===== src/rtl/fetch_queue.sv =====
// fetch_queue: RV32I instruction-fetch stage.
// Owns the fetch PC, issues word-aligned requests to instruction memory,
// buffers in-order responses with their PCs and hands them to decode.
// A redirect flushes the queue and discards responses that are still in flight.
//
// Ports
//   clk, reset              clock, synchronous active-high reset
//   imem_req_valid_o/_ready_i/_addr_o   request channel to instruction memory
//   imem_rsp_valid_i/_data_i            in-order responses, no backpressure
//   redirect_i, redirect_pc_i           flush and restart fetch
//   insn_valid_o/_ready_i               head-of-queue handshake to decode
//   insn_o, pc_o, opcode_o              head instruction, its PC, insn_o[6:0]
//
// state    | meaning
// ST_RUN   | normal fetch; responses are pushed into the queue
// ST_DRAIN | waiting for stale responses after a redirect; no requests issued
module fetch_queue #(
  parameter int unsigned       DWIDTH   = 32,
  parameter int unsigned       AWIDTH   = 32,
  parameter logic [AWIDTH-1:0] BASEADDR = 32'h0100_0000,
  parameter int unsigned       DEPTH    = 2
) (
  input  logic              clk,
  input  logic              reset,
  output logic              imem_req_valid_o,
  input  logic              imem_req_ready_i,
  output logic [AWIDTH-1:0] imem_req_addr_o,
  input  logic              imem_rsp_valid_i,
  input  logic [DWIDTH-1:0] imem_rsp_data_i,
  input  logic              redirect_i,
  input  logic [AWIDTH-1:0] redirect_pc_i,
  output logic              insn_valid_o,
  input  logic              insn_ready_i,
  output logic [DWIDTH-1:0] insn_o,
  output logic [AWIDTH-1:0] pc_o,
  output logic [6:0]        opcode_o
);

  localparam int unsigned       CNT_W = $clog2(DEPTH + 1);
  localparam int unsigned       PTR_W = (DEPTH > 1) ? $clog2(DEPTH) : 1;
  localparam logic [DWIDTH-1:0] NOP   = DWIDTH'(32'h0000_0013);

  typedef enum logic {ST_RUN, ST_DRAIN} state_e;

  state_e            state_q;
  logic [AWIDTH-1:0] pc_q;
  logic [DWIDTH-1:0] q_data_q [DEPTH];
  logic [AWIDTH-1:0] q_pc_q   [DEPTH];
  logic [PTR_W-1:0]  q_head_q, q_tail_q;
  logic [CNT_W-1:0]  q_cnt_q;
  logic [AWIDTH-1:0] if_pc_q  [DEPTH];
  logic [PTR_W-1:0]  if_head_q, if_tail_q;
  logic [CNT_W-1:0]  outstanding_q, drop_cnt_q, drop_cnt_d;
  logic [CNT_W:0]    occ;
  logic              req_fire, rsp_take, insn_fire;

  function automatic logic [PTR_W-1:0] ptr_inc(input logic [PTR_W-1:0] p);
    return (p == PTR_W'(DEPTH - 1)) ? '0 : p + 1'b1;
  endfunction

  // Queue entries plus in-flight requests form the credit pool that keeps
  // the queue from ever overflowing.
  assign occ              = {1'b0, q_cnt_q} + {1'b0, outstanding_q};
  assign imem_req_valid_o = !reset && !redirect_i && (state_q == ST_RUN) &&
                            (occ < (CNT_W + 1)'(DEPTH));
  assign imem_req_addr_o  = pc_q;
  assign req_fire         = imem_req_valid_o && imem_req_ready_i;
  assign rsp_take         = imem_rsp_valid_i && !redirect_i &&
                            (state_q == ST_RUN) && (drop_cnt_q == '0);

  assign insn_valid_o = !reset && (q_cnt_q != '0);
  assign insn_fire    = insn_valid_o && insn_ready_i && !redirect_i;
  assign insn_o       = insn_valid_o ? q_data_q[q_head_q] : NOP;
  assign pc_o         = insn_valid_o ? q_pc_q[q_head_q] : '0;
  assign opcode_o     = insn_o[6:0];

  // A response landing in the redirect cycle is itself discarded, so it
  // no longer counts towards the responses still to be dropped.
  assign drop_cnt_d = outstanding_q - CNT_W'(imem_rsp_valid_i);

  always_ff @(posedge clk) begin
    if (reset) begin
      state_q       <= ST_RUN;
      pc_q          <= BASEADDR;
      q_head_q      <= '0;
      q_tail_q      <= '0;
      q_cnt_q       <= '0;
      if_head_q     <= '0;
      if_tail_q     <= '0;
      outstanding_q <= '0;
      drop_cnt_q    <= '0;
      for (int i = 0; i < int'(DEPTH); i++) begin
        q_data_q[i] <= NOP;
        q_pc_q[i]   <= '0;
        if_pc_q[i]  <= '0;
      end
    end else if (redirect_i) begin
      pc_q          <= {redirect_pc_i[AWIDTH-1:2], 2'b00};
      q_head_q      <= '0;
      q_tail_q      <= '0;
      q_cnt_q       <= '0;
      if_head_q     <= '0;
      if_tail_q     <= '0;
      drop_cnt_q    <= drop_cnt_d;
      outstanding_q <= drop_cnt_d;
      state_q       <= (drop_cnt_d != '0) ? ST_DRAIN : ST_RUN;
    end else begin
      if (req_fire) begin
        pc_q               <= pc_q + AWIDTH'(4);
        if_pc_q[if_tail_q] <= pc_q;
        if_tail_q          <= ptr_inc(if_tail_q);
      end
      if (rsp_take) begin
        q_data_q[q_tail_q] <= imem_rsp_data_i;
        q_pc_q[q_tail_q]   <= if_pc_q[if_head_q];
        q_tail_q           <= ptr_inc(q_tail_q);
        if_head_q          <= ptr_inc(if_head_q);
      end
      if (insn_fire) begin
        q_head_q <= ptr_inc(q_head_q);
      end
      if (rsp_take && !insn_fire) begin
        q_cnt_q <= q_cnt_q + 1'b1;
      end else if (!rsp_take && insn_fire) begin
        q_cnt_q <= q_cnt_q - 1'b1;
      end
      if (req_fire && !imem_rsp_valid_i) begin
        outstanding_q <= outstanding_q + 1'b1;
      end else if (!req_fire && imem_rsp_valid_i) begin
        outstanding_q <= outstanding_q - 1'b1;
      end
      if ((state_q == ST_DRAIN) && imem_rsp_valid_i) begin
        drop_cnt_q <= drop_cnt_q - 1'b1;
        if (drop_cnt_q == CNT_W'(1)) begin
          state_q <= ST_RUN;
        end
      end
    end
  end

  a_rsp_credit: assert property (@(posedge clk) disable iff (reset)
    imem_rsp_valid_i |-> (outstanding_q != '0));

  a_occ_bound: assert property (@(posedge clk) disable iff (reset)
    occ <= (CNT_W + 1)'(DEPTH));

endmodule


===== config.mk =====
export PLATFORM = sky130hd
export DESIGN_NAME = fetch_queue
export DESIGN_NICKNAME = d
export VERILOG_FILES = /design/src/rtl/fetch_queue.sv
export SDC_FILE = /design/constraint.sdc
export NUM_CORES = 1
export LEC_CHECK = 0
export CAP_MARGIN = 20
export CORE_ASPECT_RATIO = 0.7
export CORE_MARGIN = 2
export CORE_UTILIZATION = 50
export DETAILED_ROUTE_END_ITERATION = 16
export PLACE_DENSITY = 0.73
export SLEW_MARGIN = 20
export SYNTH_ARGS = -nofsm -noshare
export SYNTH_HDL_FRONTEND = slang
export SYNTH_SLANG_ARGS = --single-unit
export TNS_END_PERCENT = 50

===== constraint.sdc =====
create_clock -name clk -period 12.2 [get_ports clk]
set_input_delay 1.22 -clock clk [delete_from_list [all_inputs] [get_ports clk]]
set_output_delay 1.22 -clock clk [all_outputs]
set_load 0.03 [all_outputs]

==> Yosys cells after proc, flatten, opt, wreduce, memory -nomap -nowiden <==
Memory sizes are Yosys's and may differ from the RTL's. A register that Yosys moved wholly into a read port is not among the register bits.
Index checks and enable logic that the tools add are counted.
{ "totals": {"reg_bits": 43, "n_memories": 3, "mem_bits_rw": 192, "inputBits": 70, "output_inout_bits": 105, "elab_cells": 106} }
{ "op_classes": {"eq_ne": 1, "add_sub_neg": 12, "bitwise_logic": 1, "reduce_logical": 34, "magnitude_cmp": 1, "muxes": 44} }
{ "memory_table": {"columns": ["memory", "depth", "word_bits", "rd", "rd_clocked_by_memory_dff", "wr", "line", "text"], "rows": [
  ["if_pc_q", 2, 32, 1, 1, 2, "51", "logic [AWIDTH-1:0] if_pc_q [DEPTH];"],
  ["q_data_q", 2, 32, 1, 1, 2, "47", "logic [DWIDTH-1:0] q_data_q [DEPTH];"],
  ["q_pc_q", 2, 32, 1, 1, 2, "48", "logic [AWIDTH-1:0] q_pc_q [DEPTH];"]
]} }
{ "op_table": {"columns": ["op", "count"], "rows": [
  ["two-way mux 32 bit", 7],
  ["OR reduction 32 bit", 3],
  ["adder 32 x 3 -> 32 bit, second input constant", 1],
  ["two-way mux 1 bit", 30],
  ["logical AND 1 bit", 15],
  ["two-way mux 2 bit", 7],
  ["nonzero test 2 bit", 6],
  ["logical NOT 1 bit", 6],
  ["subtractor 2 x 1 -> 2 bit, second input constant", 3],
  ["adder 1 bit, second input constant", 4],
  ["adder 2 x 1 -> 2 bit, second input constant", 2],
  ["adder 2 x 2 -> 3 bit", 1],
  ["less-than comparator 3 x 2 -> 1 bit, second input constant", 1],
  ["nonzero test 3 bit", 1],
  ["equality test 2 x 1 -> 1 bit, second input constant", 1],
  ["logical NOT 2 bit", 1],
  ["AND reduction 2 bit", 1],
  ["OR reduction 2 bit", 1],
  ["subtractor 2 x 1 -> 2 bit", 1],
  ["NOT 1 bit", 1]
]} }

==> Longest topological paths before layout <==
{ "depth": {"ltp_word": 11, "depth_mapped": 9, "ltp_nobuf": 8} }

==> Least setup slack after synthesis <==
OpenSTA, ideal clock, no wires.
{ "synth_path": {"path_kind": "input -> register", "from": "input redirect_i", "to": "memory q_data_q[0][0] (enable)", "path_stages": 3, "t_arrival_ns": 5.800, "t_required_ns": 11.632, "setup_ns": 0.568, "setup_slack_ns": 5.832, "path_buffers": 0, "path_cell_list": "nor2_1 > nand3_1 > o21ai_0"} }
{ "synth_lines": {"columns": ["item", "line", "text"], "rows": [
  ["start: declaration", "30", "input logic redirect_i,"],
  ["end: declaration", "47", null]
]} }

==> Worst setup path after layout <==
{ "layout_path": {"from": "input reset", "to": "output opcode_o[1]"} }
{ "layout_via": {"elab_chain_cells": 3} }
{ "layout_rtl": {"columns": ["item", "line", "text"], "rows": [
  ["start: declaration", "24", "input logic reset,"],
  ["logical NOT 1 bit", "71", "assign insn_valid_o = !reset && (q_cnt_q != '0);"],
  ["logical AND 1 bit", "71", null],
  ["two-way mux 32 bit", "73", "assign insn_o = insn_valid_o ? q_data_q[q_head_q] : NOP;"],
  ["end: declaration", "36", "output logic [6:0] opcode_o"]
]} }
Every way passes these cells.

==> results.toml <==
[outcome]
status = "finished clean"

[place]
post-dp-hpwl_mm = 14.3
portBuffers = 168
globalplace.congestion = 0.800

[detailed_routing]
ant_nets = 0
vias = 6893
drc = 0
wl_per_cell_um = 16.9
drt-initial-drc-count = 511
first_pass_iters = 5
via_per_inst = 5.24
finalWirelength_mm = 22.2

[clocking]
hold_buffers = 0
clkLatencyLatePin_ns = 0.50
postCtsSetupBuffers = 0
ctsLongestPathBuffers = 3
ctsResizeCount = 0
cts.sinks = 227
cts-root-buf = "clkbuf_16"
cts-htree-levels = 1
cts_tree = "done"
path_clk_slew_ns = 0.06
cts_made_buffers = 23

[global_routing]
grt_pass1_wl_mm = 35.5
overflow = 0
use_met2 = 0.287
grt_max_degree = 63
grt_use_met1 = 0.326
top_usage_layer = "met1"
grt_use_total = 0.204
grt_util_met3 = 0.0443
grt_pass1_vias = 6569
antenna_found_initial = 0

[setup_path]
path_cells = "clkdlybuf4s50_1, buf_4, inv_1, o21ai_4, buf_4, inv_1, nand2_1, clkdlybuf4s50_1"
rrSetupSlack_ns = 8.58
cp.arrival_ns = 4.10
rr_endpoint = "if_pc_q[1][23]"
crit_start = "reset"
path_max_fanout = 60
path_buf_inv = 6
cp.required_ns = 10.98
cp_slowest_stage_delay_ns = 0.67
worstSetupPathDepth = 8
cpLargestDelayFamily = "buffers and inverters"
worst_setup_path_end_kind = "output pin"
r2r_start = "q_cnt_q[0]"
worst_setup_path_start_kind = "primary input"
path_class = "primary input to output pin"
cp-endpoint = "opcode_o[1]"
cp_slowest_cell = "clkdlybuf4s50_1"
rr_worst_depth = 7

[logic_synthesis]
synth_edf_count = 184
synth_area_um2 = 10400
syn_inst = 882
avgSynthCellArea_um2 = 11.8
ys_seq_elements = 227
ys.flop_type = "edfxtp_1"
yosysUniqueCellTypes = 54
seq_area_frac_synth = 0.615
yosysWarningCount = 0
async_flop_share = 0

[cells_and_area]
layout-drive-gt1-share = 0.0664
antenna_cells = 0
syn_to_final_growth_pct = 25.0
layout.nets = 1098

[timing]
hold_viol = 0
grt_setup_unrepaired = "no"
fin_crit_ns = 5.32
skew_ns = 0.0102
tightest_slew_ns = 1.05
post-route-period-util = 0.436
timing.setup.tns_ns = 0
slew_violations = 0
clock.fmax_mhz = 188
slew-limit-headroom = 0.303
setup_viol = 0

[floorplanning]
core_area_um2 = 20500
rows = 44
die_area_um2 = 22000
fp.dieW_um = 176
start_util = 0.506
die_y_um = 125
num_io_pins = 175

[min_path]
min_path_type = "flip-flop to flip-flop"

[pwr]
p_per_area_nw_per_um2 = 134
power.total_uw = 1740
ir_drop_mv = 0.114
p_leak_uw = 0.00451

[run]
cap_violations = 0
## worst min path at each step
stage	start	end	slack, ns	cells past startpoint
CTS	q_head_q	q_head_q	0.52	2
global placement	q_head_q	q_head_q	0.49	2
detailed placement	q_head_q	flip-flop	0.50	2
global route	q_head_q	flip-flop	0.55	2
finish	q_head_q	q_head_q	0.52	2
floorplan	q_head_q	flip-flop	0.47	2
## layer usage
metal / wire length [um] / part of all wire
met5: 0 / 0
met4: 343 / 0.015
met3: 1600 / 0.072
met2: 9320 / 0.42
met1: 11000 / 0.49
## Yosys cell counts, drive strengths merged (3+ instances only)
cell | count | area [um2]
a211oi | 9 | 67.6
a21oi | 21 | 113
and2 | 96 | 601
and3 | 36 | 225
and4 | 4 | 35.0
buf | 21 | 129
clkbuf | 47 | 178
dfxtp | 43 | 861
edfxtp | 184 | 5530
ha | 5 | 62.6
inv | 7 | 26.3
mux2 | 6 | 75.1
mux2i | 93 | 931
nand2 | 36 | 138
nand2b | 9 | 56.3
nand3 | 11 | 55.1
nand4 | 13 | 81.3
nor2 | 152 | 578
nor2b | 3 | 18.8
nor3 | 7 | 46.3
nor4 | 8 | 50.1
o21ai | 15 | 75.1
o22ai | 3 | 18.8
or2 | 5 | 31.3
xnor2 | 14 | 123
xor2 | 13 | 114
## logic make-up after synthesis
| logic type | share of synthesized area |
|---|---|
| flip-flops | 0.615 |
| AND/OR/NAND/NOR | 0.190 |
| buffers and inverters | 0.0324 |
| multiplexers | 0.0969 |
| other | 0.000361 |
| XOR/XNOR | 0.0228 |
| adder cells (fa/ha/maj) | 0.00795 |
| AO/OA/AOI/OAI | 0.0348 |
## worst min-delay path: cells and delay by family (launching register included)
| family | cells | cell delay [ns] |
|---|---|---|
| flip-flops | 1 | 0.33 |
| AND/OR/NAND/NOR | 1 | 0.07 |
| XOR/XNOR | 1 | 0.08 |
## where the power goes
group          internal (uW)  switching [uW]
clock                    389             278
combinational           71.3            98.6
sequential               879            27.2
total                   1340             404
## layout by cell type, fill, tap and decap left out, types with 5 or more instances in the layout
cell             Yosys  final
nand2_1             35     34
edfxtp_1           184    184
xor2_1              13     13
nor4_1               8      8
and3_1              36     36
clkinv_2             0      5
xnor2_1             14     14
ha_1                 5      5
inv_1                7      7
mux2i_1             93     93
nor3_1               6      5
nand4_1             13     13
dfxtp_1             43     41
or2_2                5      5
buf_4               11     12
clkinv_1             1      6
clkdlybuf4s50_1      0    168
nand3_1             11     11
nand2b_1             9      9
and2_1              95     95
clkbuf_1            46      5
a211oi_1             9      9
clkbuf_16            0     23
o21ai_0             14     12
nor2_1             151    150
a21oi_1             19     19
## cell type report
type | instances | area (um2)
fillers | 1603 | 7560
flip-flops and latches | 227 | 6390
multi-input cells | 582 | 3720
repair buffers | 180 | 1770
clock buffers | 28 | 594
well taps | 276 | 345
clock inverters | 14 | 120
inverters | 8 | 30.0
## per-stage QoR
step | hold WS [ns] | setup WS, ns | util | instance area, um2 | std cells
after floorplan | 0.472 | 5.83 | - | 10400 | 885
after global placement | 0.487 | 6.88 | 0.597 | 12300 | 1273
after detailed placement | 0.496 | 6.85 | 0.597 | 12300 | 1273
after CTS | 0.519 | 6.85 | 0.632 | 13000 | 1315
after global routing | 0.551 | 6.66 | 0.632 | 13000 | 1315
final | 0.516 | 6.88 | 0.632 | 13000 | 1315
## registers in the layout, summed over array words and instances, names as in the netlist, named ones only
signal / count
state_q: 1
q_head_q: 1
imem_req_addr_o: 30
if_pc_q: 60
q_tail_q: 1
q_cnt_q: 2
if_head_q: 1
q_data_q: 64
if_tail_q: 1
q_pc_q: 60
drop_cnt_q: 2
outstanding_q: 2
No activity file was read; power rests on OpenSTA's default activity.
